<file path="src/rtl/ps2_pkg.sv">
// Shared definitions for the PS/2 keyboard receiver: frame state encoding,
// special scan-code bytes and the layout of the key event word.
package ps2_pkg;

    typedef enum logic [1:0] {
        ST_IDLE   = 2'd0,
        ST_DATA   = 2'd1,
        ST_PARITY = 2'd2,
        ST_STOP   = 2'd3
    } frame_state_e;

    localparam logic [7:0] BYTE_E0 = 8'hE0;
    localparam logic [7:0] BYTE_E1 = 8'hE1;
    localparam logic [7:0] BYTE_F0 = 8'hF0;

    // Pause/Break is E1 followed by seven more bytes that must be swallowed.
    localparam logic [2:0] PAUSE_SKIP = 3'd7;

    localparam int KEY_W        = 11;
    localparam int TOGGLE_BIT   = 10;
    localparam int PRESSED_BIT  = 9;
    localparam int EXTENDED_BIT = 8;
    localparam int CODE_MSB     = 7;
    localparam int CODE_LSB     = 0;

    // Keyboard status/response bytes that never represent a key on their own.
    function automatic logic is_discard(input logic [7:0] code);
        case (code)
            8'h00, 8'hAA, 8'hEE, 8'hFA, 8'hFC, 8'hFE, 8'hFF: is_discard = 1'b1;
            default:                                       is_discard = 1'b0;
        endcase
    endfunction

endpackage

</file>
<file path="src/rtl/ps2_filter.sv">
// Synchronizes one asynchronous PS/2 line into clk_sys and debounces it:
// the output level only follows the input after FILTER_LEN consecutive
// cycles of disagreement, so short glitches never reach the frame logic.
module ps2_filter #(
    parameter int FILTER_LEN = 8
) (
    input  logic clk_sys,
    input  logic reset_n,
    input  logic line_i,
    output logic level_o
);

    localparam int              CNT_W    = (FILTER_LEN > 1) ? $clog2(FILTER_LEN) : 1;
    localparam logic [CNT_W-1:0] CNT_LOAD = CNT_W'(FILTER_LEN - 1);

    logic             sync1_q;
    logic             sync2_q;
    logic             level_q;
    logic             level_d;
    logic [CNT_W-1:0] cnt_q;
    logic [CNT_W-1:0] cnt_d;

    // Two-flop synchronizer; idle-high lines reset to 1.
    always_ff @(posedge clk_sys or negedge reset_n) begin
        if (!reset_n) begin
            sync1_q <= 1'b1;
            sync2_q <= 1'b1;
        end else begin
            sync1_q <= line_i;
            sync2_q <= sync1_q;
        end
    end

    // Down-counter reloads whenever the input agrees; the level flips on the
    // FILTER_LEN-th consecutive disagreeing cycle.
    always_comb begin
        level_d = level_q;
        cnt_d   = cnt_q;
        if (sync2_q == level_q) begin
            cnt_d = CNT_LOAD;
        end else if (cnt_q == '0) begin
            level_d = sync2_q;
            cnt_d   = CNT_LOAD;
        end else begin
            cnt_d = cnt_q - 1'b1;
        end
    end

    // Filtered level and debounce timer registers.
    always_ff @(posedge clk_sys or negedge reset_n) begin
        if (!reset_n) begin
            level_q <= 1'b1;
            cnt_q   <= CNT_LOAD;
        end else begin
            level_q <= level_d;
            cnt_q   <= cnt_d;
        end
    end

    assign level_o = level_q;

endmodule

</file>
<file path="src/rtl/ps2_key_rx.sv">
// PS/2 keyboard receiver: filters both lines, deframes 11-bit PS/2 frames
// on filtered clock falling edges, and decodes scan-code bytes into key
// events {toggle, pressed, extended, code}.
//
// state     | meaning
// ----------+----------------------------------------------------------
// ST_IDLE   | waiting for a start bit (sampled 0)
// ST_DATA   | shifting in 8 data bits, LSB first
// ST_PARITY | sampling the odd-parity bit
// ST_STOP   | sampling the stop bit; accept or reject the frame
module ps2_key_rx
    import ps2_pkg::*;
#(
    parameter int FILTER_LEN     = 8,
    parameter int TIMEOUT_CYCLES = 100000
) (
    input  logic             clk_sys,
    input  logic             reset_n,
    input  logic             ps2_clk,
    input  logic             ps2_data,
    output logic [KEY_W-1:0] ps2_key,
    output logic             err
);

    localparam int              TO_W     = $clog2(TIMEOUT_CYCLES + 1);
    localparam logic [TO_W-1:0] TO_LIMIT = TO_W'(TIMEOUT_CYCLES);

    logic clk_filt;
    logic data_filt;
    logic clk_prev_q;
    logic fall;

    frame_state_e    state_q;
    frame_state_e    state_d;
    logic [2:0]      bit_cnt_q;
    logic [2:0]      bit_cnt_d;
    logic [7:0]      shift_q;
    logic [7:0]      shift_d;
    logic            par_ok_q;
    logic            par_ok_d;
    logic [TO_W-1:0] to_cnt_q;
    logic [TO_W-1:0] to_cnt_d;
    logic            err_q;
    logic            err_d;
    logic            accept;
    logic            frame_bad;
    logic            timeout_hit;

    logic             ext_q;
    logic             ext_d;
    logic             brk_q;
    logic             brk_d;
    logic [2:0]       skip_q;
    logic [2:0]       skip_d;
    logic [KEY_W-1:0] key_q;
    logic [KEY_W-1:0] key_d;

    ps2_filter #(.FILTER_LEN(FILTER_LEN)) u_clk_filter (
        .clk_sys (clk_sys),
        .reset_n (reset_n),
        .line_i  (ps2_clk),
        .level_o (clk_filt)
    );

    ps2_filter #(.FILTER_LEN(FILTER_LEN)) u_data_filter (
        .clk_sys (clk_sys),
        .reset_n (reset_n),
        .line_i  (ps2_data),
        .level_o (data_filt)
    );

    // Previous filtered clock level, for falling-edge detection.
    always_ff @(posedge clk_sys or negedge reset_n) begin
        if (!reset_n) begin
            clk_prev_q <= 1'b1;
        end else begin
            clk_prev_q <= clk_filt;
        end
    end

    assign fall = clk_prev_q & ~clk_filt;

    // Frame FSM next state, inter-edge timeout and accept/reject strobes.
    always_comb begin
        state_d     = state_q;
        bit_cnt_d   = bit_cnt_q;
        shift_d     = shift_q;
        par_ok_d    = par_ok_q;
        to_cnt_d    = to_cnt_q;
        accept      = 1'b0;
        frame_bad   = 1'b0;
        timeout_hit = 1'b0;

        if (state_q == ST_IDLE || fall) begin
            to_cnt_d = '0;
        end else if (to_cnt_q == TO_LIMIT) begin
            timeout_hit = 1'b1;
            to_cnt_d    = '0;
        end else begin
            to_cnt_d = to_cnt_q + 1'b1;
        end

        if (timeout_hit) begin
            state_d = ST_IDLE;
        end else if (fall) begin
            case (state_q)
                ST_IDLE: begin
                    if (!data_filt) begin
                        state_d   = ST_DATA;
                        bit_cnt_d = 3'd0;
                    end
                end
                ST_DATA: begin
                    shift_d   = {data_filt, shift_q[7:1]};
                    bit_cnt_d = bit_cnt_q + 3'd1;
                    if (bit_cnt_q == 3'd7) begin
                        state_d = ST_PARITY;
                    end
                end
                ST_PARITY: begin
                    par_ok_d = ^{shift_q, data_filt};
                    state_d  = ST_STOP;
                end
                ST_STOP: begin
                    if (data_filt && par_ok_q) begin
                        accept = 1'b1;
                    end else begin
                        frame_bad = 1'b1;
                    end
                    state_d = ST_IDLE;
                end
                default: state_d = ST_IDLE;
            endcase
        end

        err_d = frame_bad | timeout_hit;
    end

    // Frame FSM registers.
    always_ff @(posedge clk_sys or negedge reset_n) begin
        if (!reset_n) begin
            state_q   <= ST_IDLE;
            bit_cnt_q <= 3'd0;
            shift_q   <= 8'h00;
            par_ok_q  <= 1'b0;
            to_cnt_q  <= '0;
            err_q     <= 1'b0;
        end else begin
            state_q   <= state_d;
            bit_cnt_q <= bit_cnt_d;
            shift_q   <= shift_d;
            par_ok_q  <= par_ok_d;
            to_cnt_q  <= to_cnt_d;
            err_q     <= err_d;
        end
    end

    // Byte decoder: prefix flags, Pause skip window, discard list, event word.
    always_comb begin
        ext_d  = ext_q;
        brk_d  = brk_q;
        skip_d = skip_q;
        key_d  = key_q;

        if (frame_bad) begin
            ext_d = 1'b0;
            brk_d = 1'b0;
        end else if (accept) begin
            if (skip_q != 3'd0) begin
                skip_d = skip_q - 3'd1;
            end else if (shift_q == BYTE_E1) begin
                skip_d = PAUSE_SKIP;
            end else if (shift_q == BYTE_E0) begin
                ext_d = 1'b1;
            end else if (shift_q == BYTE_F0) begin
                brk_d = 1'b1;
            end else if (!ext_q && !brk_q && is_discard(shift_q)) begin
                key_d = key_q;
            end else begin
                key_d[TOGGLE_BIT]         = ~key_q[TOGGLE_BIT];
                key_d[PRESSED_BIT]        = ~brk_q;
                key_d[EXTENDED_BIT]       = ext_q;
                key_d[CODE_MSB:CODE_LSB]  = shift_q;
                ext_d                     = 1'b0;
                brk_d                     = 1'b0;
            end
        end
    end

    // Decoder registers.
    always_ff @(posedge clk_sys or negedge reset_n) begin
        if (!reset_n) begin
            ext_q  <= 1'b0;
            brk_q  <= 1'b0;
            skip_q <= 3'd0;
            key_q  <= '0;
        end else begin
            ext_q  <= ext_d;
            brk_q  <= brk_d;
            skip_q <= skip_d;
            key_q  <= key_d;
        end
    end

    assign ps2_key = key_q;
    assign err     = err_q;

endmodule
</file>
<file path="config.mk">
export PLATFORM = sky130hd
export DESIGN_NAME = ps2_key_rx
export DESIGN_NICKNAME = d
export VERILOG_FILES = /design/src/rtl/ps2_pkg.sv /design/src/rtl/ps2_filter.sv /design/src/rtl/ps2_key_rx.sv
export SDC_FILE = /design/constraint.sdc
export NUM_CORES = 1
export LEC_CHECK = 0
export ABC_AREA = 1
export BUFFER_PORTS_ARGS = -buffer_cell sky130_fd_sc_hd__buf_2
export CORE_ASPECT_RATIO = 2
export CORE_UTILIZATION = 65
export CTS_CLUSTER_SIZE = 25
export DETAILED_ROUTE_END_ITERATION = 10
export PLACE_DENSITY = 0.84
export SYNTH_ARGS = -nofsm -noshare
export SYNTH_HDL_FRONTEND = slang
export SYNTH_SLANG_ARGS = --single-unit
</file>
<file path="constraint.sdc">
create_clock -name clk_sys -period 4 [get_ports clk_sys]
set_clock_uncertainty 0.05 [all_clocks]
set_input_delay 0.2 -clock clk_sys [delete_from_list [all_inputs] [get_ports clk_sys]]
set_output_delay 0.2 -clock clk_sys [all_outputs]
set_load 0.05 [all_outputs]
</file>
==> run summary <==
The run finished with clean final reports. The detailed-placement wirelength estimate came out at 4.395 mm. The number of iterations in the first detailed-routing pass is 4.

The final weighted congestion of routability-driven global placement is approximately 0.85. The design internal power is about 1.2 mW. The post-synthesis instance area is 3139 um^2.

The worst setup path is launched from a flop. The via count of the first global-routing pass came to 2525. Based on the critical path, the design can be clocked at up to 0.4989 GHz. The clock share of power came out at 0.272. The share of the yosys chip area belonging to registers came out at 0.4914. The part of the power in combinational logic came out at 0.298. The number of nets with antenna violations after routing came out at 0. At the placement stage, the worst setup path has a slack of 2016 ps.

The pin count of the biggest net entering global routing came out at slightly above 60. The total instance count after detailed placement is roughly 440. Dividing the detail-routed wire length by the instance count gives 13.43 um. The path class of the tightest hold or removal check is reg -> reg. The number of hold violations in the final report came out at 0. The overall track demand over capacity in global routing is 0.2748. The final worst setup slack is 1995 ps. The worst setup path is captured at a flop. The layout net count is 413. The switching fraction of total power came out at 0.3691. After synthesis, the share of flip-flops with an asynchronous set or reset is 1.000.

The relative slew slack came out at 0.5091. The arrival time at the worst endpoint came out at around 2200 ps. TritonCTS built the clock tree.

The static power due to leakage is about 1.8 nW. The initial utilization of the core area, before any placement, comes to 0.6763. During synthesis, Yosys emitted a total of 0 warnings.

The final core area utilization came out at 0.7466. In this run the power density over the cells is roughly 570 nW/um^2. The die width came out at ~50 um. The number of max-cap violations is 0. The number of vias after detailed routing came out at 2484. The total number of placement rows is 35. The total inserted antenna cells came out at 0. In the synthesized netlist the dominant register cell turns out to be dfrtp_1. The via density per instance came out at ~5.5. The clock insertion delay at the later pin of the skew report is 340 ps. The remaining routing DRC violations came out at 0.

Summed over all layers, the global routing overflow is 0. The worst IR drop on VDD is 0.4202 mV. The slew of the pin with the lowest slew margin came out at 736.4 ps.

The total clock sinks is 61. The maximum level of the CTS H-tree is 3. The critical path data required time came out at roughly 4200 ps. The final critical path time including I/O delays and setup is 2005 ps. The sum of negative setup slack is 0 ps. The part of the cycle the worst path needs is 0.5011. The post-synthesis to final-layout area growth came out at 10.40%. The violation count after the first detailed-route iteration is 46. The total length of routed wires is 6.098 mm. The tightest hold path in the finished design has a slack of between 300 and 400 ps. After clock tree synthesis, the clock-pin slew on the worst setup and hold paths is roughly 70 ps. The number of placed I/O pins came out at 16. Of the cells placed in the final design, the portion with a size suffix greater than 1 is 0.1454. The synthesized net count came out at 390. The startpoint-to-endpoint class of the critical path is reg -> reg. Setup repair after global routing left no endpoint under its margin. The finished layout holds between 400 and 500 standard cells, fillers aside.

Port buffering added 15 buffers. Yosys mapped the design onto 32 distinct sky130hd cell types. The number of slew-limit violations in the final report is 0. A synthesized cell averages ~8.5 um^2. The total die area is between 5000 and 6000 um^2. The post-synthesis sequential element count is 61. The part of the total power dissipated in sequential elements came out at 0.430. The initial antenna violation count is 0.

Setup violations remaining at the end of the flow were counted as 0. The cell sitting at the root of the clock tree is a clkbuf_8. The first global-routing pass estimated between 10 and 15 mm of wire. The synthesized instance count is approximately 370. Summed over all nets, the switching power comes to about 0.73 mW. The synthesized design contains 0 enable-type register cells. The region available for standard cell placement spans about 4600 um^2. In this run the deepest clock path goes through 2 buffers. From bottom edge to top edge, the die measures 100.3 um. The total clock buffers created by CTS came out at 9. Along the worst path, the maximum fanout reaches 12.
-- kinds of logic (layout without fill, tap and decap cells) --
group                      Yosys count  in the layout  synth area share
and+or+nand+nor                    196            196            0.2830
DFF                                 61             61            0.4914
buffers and inverters               56             84           0.07333
AOI/OAI and AO/OA                   28             28           0.04902
adders and majority gates           15             15           0.05978
xor gates and xnor gates            13             13           0.03627
muxes                                2              2          0.007174
-- critical path, cell delays in order, from the launching register on --
cell     delay, ps
dfrtp_1        440
inv_2          110
nor2_2          40
nand2_1         90
inv_1           60
nand3_1        120
nand3_1        110
nor2_2         360
nand3_2        290
nand2_1        150
nand2_1         70
-- worst paths after layout --
path,startpoint,endpoint,slack (ps),cells after the start
hold / removal,u_clk_filter.sync1_q,u_clk_filter.sync2_q,310,0
setup reg to reg,shift_q[7],ps2_key[10],2000,10
hold reg to reg,u_clk_filter.sync1_q,u_clk_filter.sync2_q,310,0
setup / recovery,shift_q[7],ps2_key[10],2000,10
min in group asynchronous,reset_n,shift_q[4],490,3
max in group asynchronous,reset_n,to_cnt_q[1],2930,3
-- power groups by stage --
stage / combinational [mW] / sequential (mW) / clock [mW]
finish: 0.589 / 0.848 / 0.537
global route: 0.668 / 0.863 / 0.567
CTS: 0.595 / 0.847 / 0.544
detailed placement: 0.588 / 0.857 / 0
global placement: 0.565 / 0.852 / 0
floorplan: 0.490 / 0.821 / 0
-- layout by cell type (no fill, tap or decap), drive strengths merged --
master	count
dfstp	13
nand4	15
inv	49
mux2	2
nor3	9
nand2	89
xnor2	6
bufinv	1
dlygate4sd3	3
dfrtp	48
nand3	30
o31ai	1
a31o	1
nor2	44
clkinv	4
clkbuf	11
nor4	1
buf	16
ha	15
o21bai	1
o211ai	2
o21ai	13
a21oi	10
nor3b	6
nand3b	1
or2	1
xor2	7
-- what timing repair did --
item,CTS,global route
endpoints found under the hold margin,50,0
hold buffers,3,0
buffers inserted,0,0
resized for setup,0,0
-- cells in the mapped netlist, types with 2 or more instances --
master / n / area (um^2)
a21oi_1: 10 / 50.05
buf_4: 3 / 22.52
clkbuf_1: 2 / 7.510
dfrtp_1: 48 / 1201
dfstp_2: 13 / 341.6
ha_1: 15 / 187.7
inv_1: 48 / 180.2
mux2_2: 2 / 22.52
nand2_1: 88 / 330.3
nand3_1: 28 / 140.1
nand3_2: 2 / 20.02
nand4_1: 15 / 93.84
nor2_1: 39 / 146.4
nor2_2: 4 / 25.02
nor3_1: 8 / 40.04
nor3b_1: 6 / 45.04
o211ai_1: 2 / 15.01
o21ai_0: 13 / 65.06
xnor2_1: 6 / 52.55
xor2_1: 7 / 61.31
-- through the flow --
step	area [um^2]	power (mW)
floorplan	3139	1.311
CTS	3466	1.986
detailed placement	3244	1.445
global placement	3244	1.417
finish	3466	1.974
global route	3466	2.098
-- layout make-up --
type	instances	area (um^2)
Inverter	49	183.9
Clock inverter	5	50.05
Multi-Input combinational cell	254	1366
Fill cell	360	1176
Clock buffer	11	141.4
Timing Repair Buffer	19	112.6
Tap cell	55	68.82
Sequential cell	61	1543
-- state kept, by name (all words and copies together), names as in the netlist, 2 cells and up --
name                 cells
u_clk_filter.cnt_q       3
shift_q                  8
skip_q                   3
ps2_key                 11
to_cnt_q                17
u_data_filter.cnt_q      3
bit_cnt_q                3
state_q                  2
-- metal layers --
metal,wire length [um],vias up,GRT usage
li1,-,1235,-
met1,2216,1161,0.2390
met2,3440,62,0.5142
met3,154,26,0.05909
met4,287,0,0.2030
met5,0,-,0
(Power assumes the default switching activity.)
